`src/rtl/multi_switch_debouncer.sv`:
```
// Push-button front end: per-channel 2-FF sync, counter debounce,
// selectable edge pulses and hold-to-auto-repeat.
module multi_switch_debouncer #(
  parameter int N_CH          = 4,
  parameter int DEB_CYCLES    = 50000,
  parameter int HOLD_CYCLES   = 25000000,
  parameter int REPEAT_CYCLES = 5000000,
  parameter int CNT_W         = 25
) (
  input  logic            clk,
  input  logic            reset,
  input  logic [N_CH-1:0] switch,
  input  logic [1:0]      edge_mode,
  input  logic [N_CH-1:0] repeat_en,
  output logic [N_CH-1:0] level_out,
  output logic [N_CH-1:0] event_pulse,
  output logic [N_CH-1:0] repeat_pulse,
  output logic            any_event
);

  typedef enum logic [1:0] {
    IDLE   = 2'd0,
    HOLD   = 2'd1,
    REPEAT = 2'd2
  } rpt_state_e;

  localparam logic [CNT_W-1:0] DEB_LAST  = CNT_W'(DEB_CYCLES - 1);
  localparam logic [CNT_W-1:0] HOLD_LAST = CNT_W'(HOLD_CYCLES - 1);
  localparam logic [CNT_W-1:0] RPT_LAST  = CNT_W'(REPEAT_CYCLES - 1);

  logic [N_CH-1:0]  meta_q;
  logic [N_CH-1:0]  sync_q;
  logic [N_CH-1:0]  level_q, level_d;
  logic [N_CH-1:0]  event_q, event_d;
  logic [N_CH-1:0]  rpt_q, rpt_d;
  logic             any_q, any_d;
  logic [CNT_W-1:0] deb_cnt_q [N_CH];
  logic [CNT_W-1:0] deb_cnt_d [N_CH];
  logic [CNT_W-1:0] rpt_cnt_q [N_CH];
  logic [CNT_W-1:0] rpt_cnt_d [N_CH];
  rpt_state_e       state_q   [N_CH];
  rpt_state_e       state_d   [N_CH];
  logic             rise_ok, fall_ok;

  assign rise_ok = (edge_mode == 2'b00) || (edge_mode == 2'b10);
  assign fall_ok = (edge_mode == 2'b01) || (edge_mode == 2'b10);

  always_comb begin
    level_d = level_q;
    event_d = '0;
    rpt_d   = '0;
    for (int i = 0; i < N_CH; i++) begin
      deb_cnt_d[i] = deb_cnt_q[i];
      rpt_cnt_d[i] = rpt_cnt_q[i];
      state_d[i]   = state_q[i];

      if (sync_q[i] == level_q[i]) begin
        deb_cnt_d[i] = '0;
      end else if (deb_cnt_q[i] == DEB_LAST) begin
        level_d[i]   = sync_q[i];
        deb_cnt_d[i] = '0;
        event_d[i]   = sync_q[i] ? rise_ok : fall_ok;
      end else begin
        deb_cnt_d[i] = deb_cnt_q[i] + CNT_W'(1);
      end

      // Release or disable wins over a terminal count in the same cycle.
      if (!level_q[i] || !repeat_en[i]) begin
        state_d[i]   = IDLE;
        rpt_cnt_d[i] = '0;
      end else begin
        unique case (state_q[i])
          IDLE: begin
            state_d[i]   = HOLD;
            rpt_cnt_d[i] = '0;
          end
          HOLD: begin
            if (rpt_cnt_q[i] == HOLD_LAST) begin
              rpt_d[i]     = 1'b1;
              rpt_cnt_d[i] = '0;
              state_d[i]   = REPEAT;
            end else begin
              rpt_cnt_d[i] = rpt_cnt_q[i] + CNT_W'(1);
            end
          end
          REPEAT: begin
            if (rpt_cnt_q[i] == RPT_LAST) begin
              rpt_d[i]     = 1'b1;
              rpt_cnt_d[i] = '0;
            end else begin
              rpt_cnt_d[i] = rpt_cnt_q[i] + CNT_W'(1);
            end
          end
          default: begin
            state_d[i]   = IDLE;
            rpt_cnt_d[i] = '0;
          end
        endcase
      end
    end
    any_d = |(event_d | rpt_d);
  end

  always_ff @(posedge clk or posedge reset) begin
    if (reset) begin
      meta_q  <= '0;
      sync_q  <= '0;
      level_q <= '0;
      event_q <= '0;
      rpt_q   <= '0;
      any_q   <= 1'b0;
      for (int i = 0; i < N_CH; i++) begin
        deb_cnt_q[i] <= '0;
        rpt_cnt_q[i] <= '0;
        state_q[i]   <= IDLE;
      end
    end else begin
      meta_q  <= switch;
      sync_q  <= meta_q;
      level_q <= level_d;
      event_q <= event_d;
      rpt_q   <= rpt_d;
      any_q   <= any_d;
      for (int i = 0; i < N_CH; i++) begin
        deb_cnt_q[i] <= deb_cnt_d[i];
        rpt_cnt_q[i] <= rpt_cnt_d[i];
        state_q[i]   <= state_d[i];
      end
    end
  end

  assign level_out    = level_q;
  assign event_pulse  = event_q;
  assign repeat_pulse = rpt_q;
  assign any_event    = any_q;

endmodule
```
`config.mk`:
```
export PLATFORM = sky130hd
export DESIGN_NAME = multi_switch_debouncer
export DESIGN_NICKNAME = d
export VERILOG_FILES = /design/src/rtl/multi_switch_debouncer.sv
export SDC_FILE = /design/constraint.sdc
export NUM_CORES = 1
export LEC_CHECK = 0
export ABC_AREA = 0
export CAP_MARGIN = 20
export CELL_PAD_IN_SITES_DETAIL_PLACEMENT = 1
export CELL_PAD_IN_SITES_GLOBAL_PLACEMENT = 2
export CORE_MARGIN = 2
export CORE_UTILIZATION = 44
export DETAILED_ROUTE_END_ITERATION = 16
export GPL_TIMING_DRIVEN = 0
export PLACE_DENSITY_LB_ADDON = 0.1
export SYNTH_ARGS = -nofsm -noshare
export SYNTH_HDL_FRONTEND = slang
export SYNTH_SLANG_ARGS = --single-unit
```
`constraint.sdc`:
```
create_clock -name clk -period 13.2 [get_ports clk]
set_input_delay 3.3 -clock clk [delete_from_list [all_inputs] [get_ports clk]]
set_output_delay 3.3 -clock clk [all_outputs]
set_load 0.01 [all_outputs]
```
Word-level counts from Yosys, hierarchy flattened --
Index checks and enable logic that the tools add are counted. Widths: inputs -> output; s select.
Word-level totals: bits in registers 229, latch bits 0, memory bits (writable) 0, bits in read-only memories 0, input port bits 12, output and inout bits 13, word-level logic and storage cells 160, memories 0
Operators by class: $add $sub $neg 8, $mul 0, divide/modulo/power cells 0, $lt $le $gt $ge 0, eq/ne operators 34, shifts and indexed selects 0, muxes and demuxes 64, bitwise gates (word level) 5, reductions and logical operators 28
Operator list (number):
- $mux 25 | 20
- $add 25x1->25 const B | 8
- $pmux 25 s2 | 4
- $eq 25x16->1 const B | 4
- $eq 25x23->1 const B | 4
- $eq 25x25->1 const B | 4
- $mux 1 | 24
- $pmux 2 s3 | 4
- $mux 2 | 8
- $reduce_and 2->1 | 8
- $ne 3x3->1 const B | 4
- $eq 2x1->1 const B | 5
- $eq 2x2->1 const B | 5
- $logic_not 2->1 | 5
- $logic_not 1->1 | 8
- $ne 2x2->1 const B | 4
- $pmux 1 s2 | 4
- $logic_or 1x1->1 | 6
- $eq 1x1->1 | 4
- $not 1->1 | 4
- $or 4x4->4 | 1
- $reduce_or 4->1 | 1

Depth between registers and ports, before layout --
depth in word-level cells 7, mapped depth 8

Worst setup path after synthesis --
Ideal clock, no wire load.
path kind input port to flip-flop, from in edge_mode[0], to reg any_q (netlist: any_event), library setup time 0.139 ns, arrival 4.966 ns, required time 13.061 ns, path slack 8.095 ns, stages 7, buffers on the path 0, cells stage by stage inv_1 > ha_1 > or2_2 > nand3b_1 > a2111oi_0 > or4_1 > or4b_1
On the way: word-level cells in the longest chain between the ends 7, elaborated cells on any way between the ends 19
Ends and longest elaborated chain:
- start: declaration | line 13 | input logic [1:0] edge_mode,
- $eq 2x1->1 (tied with other cells) | line 46 | assign fall_ok = (edge_mode == 2'b01) || (edge_mode == 2'b10);
- $logic_or 1x1->1 (on tied branches) | line 46, 45
- $mux 1 * | line 62 | event_d[i] = sync_q[i] ? rise_ok : fall_ok;
- $mux 1 * | line 59 | end else if (deb_cnt_q[i] == DEB_LAST) begin
- $mux 1 * | line 57 | if (sync_q[i] == level_q[i]) begin
- via event_d[0] | line 34 | logic [N_CH-1:0] event_q, event_d;
- $or 4x4->4 * | line 101 | any_d = |(event_d | rpt_d);
- $reduce_or 4->1 * | line 101
- via any_d | line 36 | logic any_q, any_d;
- end signal: assignment | line 123 | any_q <= any_d;
- end: declaration | line 36
The timed path passes the listed nets; every way through them passes the cells marked *. A chain may end at the register's enable or synchronous reset.

Worst setup path after layout --
from in edge_mode[1], to reg any_q (netlist: any_event)
The elaborated chain is that of the path after synthesis.

==> summary.txt <==
===============================================================================================
Synth warn                                                                                    0
Final setup fails                                                                             0
Violation count after the first detailed-routing iteration                                  425
Number of antenna repair diodes                                                               0
Worst path setup slack after routing                                                    7.74 ns
Cells on Worst Hold Path                                                                      0
Post-route antenna net violation count                                                        0
Critical register-to-register path startpoint                                      rpt_cnt_q[75]
Met2 routed WL                                                                     12000 microns
Area growth from synthesis to final layout                                                14.9%
Async S/R FF share, synth                                                                  100%
Post-CTS Setup Inserts                                                                        0
Standard cell core area                                                             25800 sq um
Beginning of the worst hold path                                                      meta_q[1]
Number of synthesized flops with an enable pin                                                0
Worst path max stage delay                                                              0.54 ns
Final worst clock skew                                                               0.00988 ns
Met3 routed WL                                                                      581 microns
Fmax                                                                                  0.183 GHz
Hold Buf Count CTS                                                                            0
Root Driver                                                                        sky130_fd_sc_hd__clkbuf_16
Clock sink count                                                                            229
Vertical extent of the die                                                          166 microns
Slew of the pin with the lowest slew margin                                            0.930 ns
Max-Slew Margin vs Limit                                                                  37.5%
Max-cap violations                                                                            0
Post-Synthesis Mean Instance Area                                                    9.71 sq um
Clock input transition at the sequential cells of the worst setup and hold paths        0.06 ns
Width of the chip                                                                   166 microns
Number of unique standard cell types used by synthesis                                       59
Maximum clock path buffer count                                                               3
Register-to-Register Setup Slack                                                       10.64 ns
Number of rows in the core area                                                              59
Data required time of the worst path                                                   13.59 ns
Synthesis-stage register bit count                                                          229
Die outline area                                                                    27500 sq um
Number of port buffers                                                                       24
Fraction of final layout cells with drive strength greater than 1                         6.42%
Top metal layer carrying routed signals                                                    met4
Wire length of the first global-routing pass                                       46400 microns
Syn_nets                                                                                   1223
Setup CP Type                                                                      input pin to flop
Initial DRT Pass Iterations                                                                   4
Pin count of the biggest net entering global routing                                        122
Vias in the first global route                                                             9234
Dominant synthesized flop cell                                                     sky130_fd_sc_hd__dfrtp_1
Endpoint of the worst hold path                                                       sync_q[1]
Leading cell types in the layout, fill and taps excluded                           230 x sky130_fd_sc_hd__nor2_1, 229 x sky130_fd_sc_hd__dfrtp_1, 115 x sky130_fd_sc_hd__xnor2_1, 70 x sky130_fd_sc_hd__nand3_1, 68 x sky130_fd_sc_hd__xor2_1
Sort of element at the start of the critical path                                     input pin
Final hold slack                                                                       0.347 ns
Met1 Routed Length                                                                 13100 microns
Final HPWL from detailed placement                                                 18000 microns
Portion of the post-synthesis area used by sequential elements                            49.8%
Main combinational cell family by area after synthesis                             simple AND/OR/NAND/NOR gates
Xor-xnor portion of the synthesized cell area                                             13.9%
Worst slack, placed                                                                     7.18 ns
Post-route minimum period                                                               5.46 ns
Initial antenna violation count                                                               0
Compound-Gate Fraction of Synth Area                                                      2.86%
Placed cell count                                                                          1546
Post-detailed-route wirelength per cell                                            16.5 microns
Cell area after synthesis                                                           11500 sq um
Maximum fanout along the worst path                                                           4
Routed vias                                                                                8582
Max-slew violation count                                                                      0
Final Hold Viols                                                                              0
Weighted congestion at the end of routability-driven global placement                     0.736
Final sum of negative setup slack                                                          0 ns
Crit end category                                                                          flop
Number of buffers created by CTS                                                             28
Cell count after synthesis                                                                 1185
Area share of and/or/nand/nor cells after synthesis                                       27.5%
PwrDens                                                                             119 nW/um^2
Via/cell ratio                                                                             5.37
Global-route usage over all layers                                                        19.9%
H-tree level count                                                                            1
Later-pin clock latency in the skew report                                              0.54 ns
Share of synthesized cell area in full adder, half adder and majority cells               2.83%
Initial standard-cell utilization of the core                                             44.6%
Status                                                                                completed
CP Cell Sequence                                                                   clkdlybuf4s50_1 > inv_1 > ha_1 > or2_2 > nand3b_1 > a2111oi_0 > buf_1 > or4_1 > or4b_1
GR Overflow Total                                                                             0
RSZ-0062 raised after global routing                                                         no
Peak supply drop                                                                        95.1 uV
Final period utilization                                                                  41.3%
Register-to-Register Path Depth                                                               8
Clock tree from TritonCTS                                                                   yes
Worst flop-to-flop path endpoint                                                   rpt_cnt_q[94]
Fillcell total                                                                             2924
Total wire length after detailed routing                                           26400 microns
Boundary pin count                                                                           25
Number of gates given a new drive strength after cts                                          0
Hold/Removal Path Class                                                            flop to flop
Reported leakage power                                                                  5.18 nW
Most frequent standard cell in the layout excluding fill and tap cells             sky130_fd_sc_hd__nor2_1
Post-layout instance count excluding filler cells                                          1597
Worst Path Arrival                                                                      5.85 ns
Post-synthesis mux area share                                                            0.391%
Net count, final                                                                           1279
Crit path max-delay cell type                                                      sky130_fd_sc_hd__clkdlybuf4s50_1
Power consumption                                                                       1.58 mW
DRC errors left                                                                               0
===============================================================================================
==> cell families after synthesis <==
logic type	Yosys count
and+or+nand+nor	616
DFF	229
buffers and inverters	76
AOI/OAI and AO/OA	51
adders and majority gates	26
xor gates and xnor gates	183
muxes	4
==> power breakdown <==
group | switching (mW) | leakage (nW) | internal (mW) | total, mW
Sequential | 0.00358 | 3.17 | 0.706 | 0.710
Combinational | 0.0248 | 1.50 | 0.00922 | 0.0341
Clock | 0.300 | 0.509 | 0.534 | 0.834
Total | 0.328 | 5.18 | 1.25 | 1.58
==> through the flow <==
stage               utilization, %  instance area (sq um)
finish                        51.2                  13200
global route                  51.2                  13200
CTS                           51.2                  13200
detailed placement            47.3                  12200
global placement              47.1                  12200
floorplan                        -                  11500
==> final cells by class <==
cell class / count / area, sq um / area share, %
buffer: 30 / 144 / 1.09
clock buffer: 39 / 833 / 6.30
clock inverter: 12 / 185 / 1.40
inverter: 46 / 180 / 1.36
multi-input combinational: 880 / 5460 / 41.3
sequential: 229 / 5730 / 43.3
tap: 335 / 419 / 3.17
timing repair buffer: 26 / 272 / 2.05
==> worst max-delay path: cells and delay by family <==
kind,cells,cell delay [ns]
and+or+nand+nor,4,1.49
buffers and inverters,3,0.76
adders and majority gates,1,0.17
AOI/OAI and AO/OA,1,0.13
==> how the worst max path moves through the flow <==
stage,start,endpoint,slack (ns),depth (start not counted)
3_3_place_gp,reset,deb_cnt_q[94],0.26,2
3_5_place_dp,edge_mode[1],any_event,7.18,9
4_1_cts,edge_mode[1],any_event,7.73,9
6_report,edge_mode[1],any_event,7.74,9
5_1_grt,edge_mode[1],any_event,7.64,9
2_1_floorplan,reset,any_event,3.62,1
==> state kept, by name, summed over array words and instances (netlist names) <==
| name | cells |
|---|---|
| event_pulse | 4 |
| state_q | 8 |
| meta_q | 4 |
| deb_cnt_q | 100 |
| any_event | 1 |
| sync_q | 4 |
| repeat_pulse | 4 |
| level_out | 4 |
| rpt_cnt_q | 100 |
==> per-layer routing <==
metal	GRT usage, %	up-vias
met5	0	-
met4	6.20	0
met3	2.36	50
met2	32.0	76
met1	28.2	4259
li1	-	4197
==> Yosys cell counts, types with 8 or more instances <==
master                       n  area (sq um)
sky130_fd_sc_hd__xor2_1     68           596
sky130_fd_sc_hd__clkbuf_1   19          71.3
sky130_fd_sc_hd__and2_1      8          50.1
sky130_fd_sc_hd__nor2_1    230           863
sky130_fd_sc_hd__and3_1     22           138
sky130_fd_sc_hd__xnor2_1   115          1010
sky130_fd_sc_hd__nand3b_1    8          60.1
sky130_fd_sc_hd__o21ai_0    17          85.1
sky130_fd_sc_hd__nor3_1     40           200
sky130_fd_sc_hd__a21oi_1    11          55.1
sky130_fd_sc_hd__nand2_1    65           244
sky130_fd_sc_hd__nor4_1     42           263
sky130_fd_sc_hd__nand4_1    49           307
sky130_fd_sc_hd__or4_1       9          67.6
sky130_fd_sc_hd__inv_1      46           173
sky130_fd_sc_hd__or3_1       8          50.1
sky130_fd_sc_hd__and4_1     23           201
sky130_fd_sc_hd__nand3_1    70           350
sky130_fd_sc_hd__dfrtp_1   229          5730
sky130_fd_sc_hd__ha_1       26           325
Note: power is estimated with default switching activity, not from simulation.
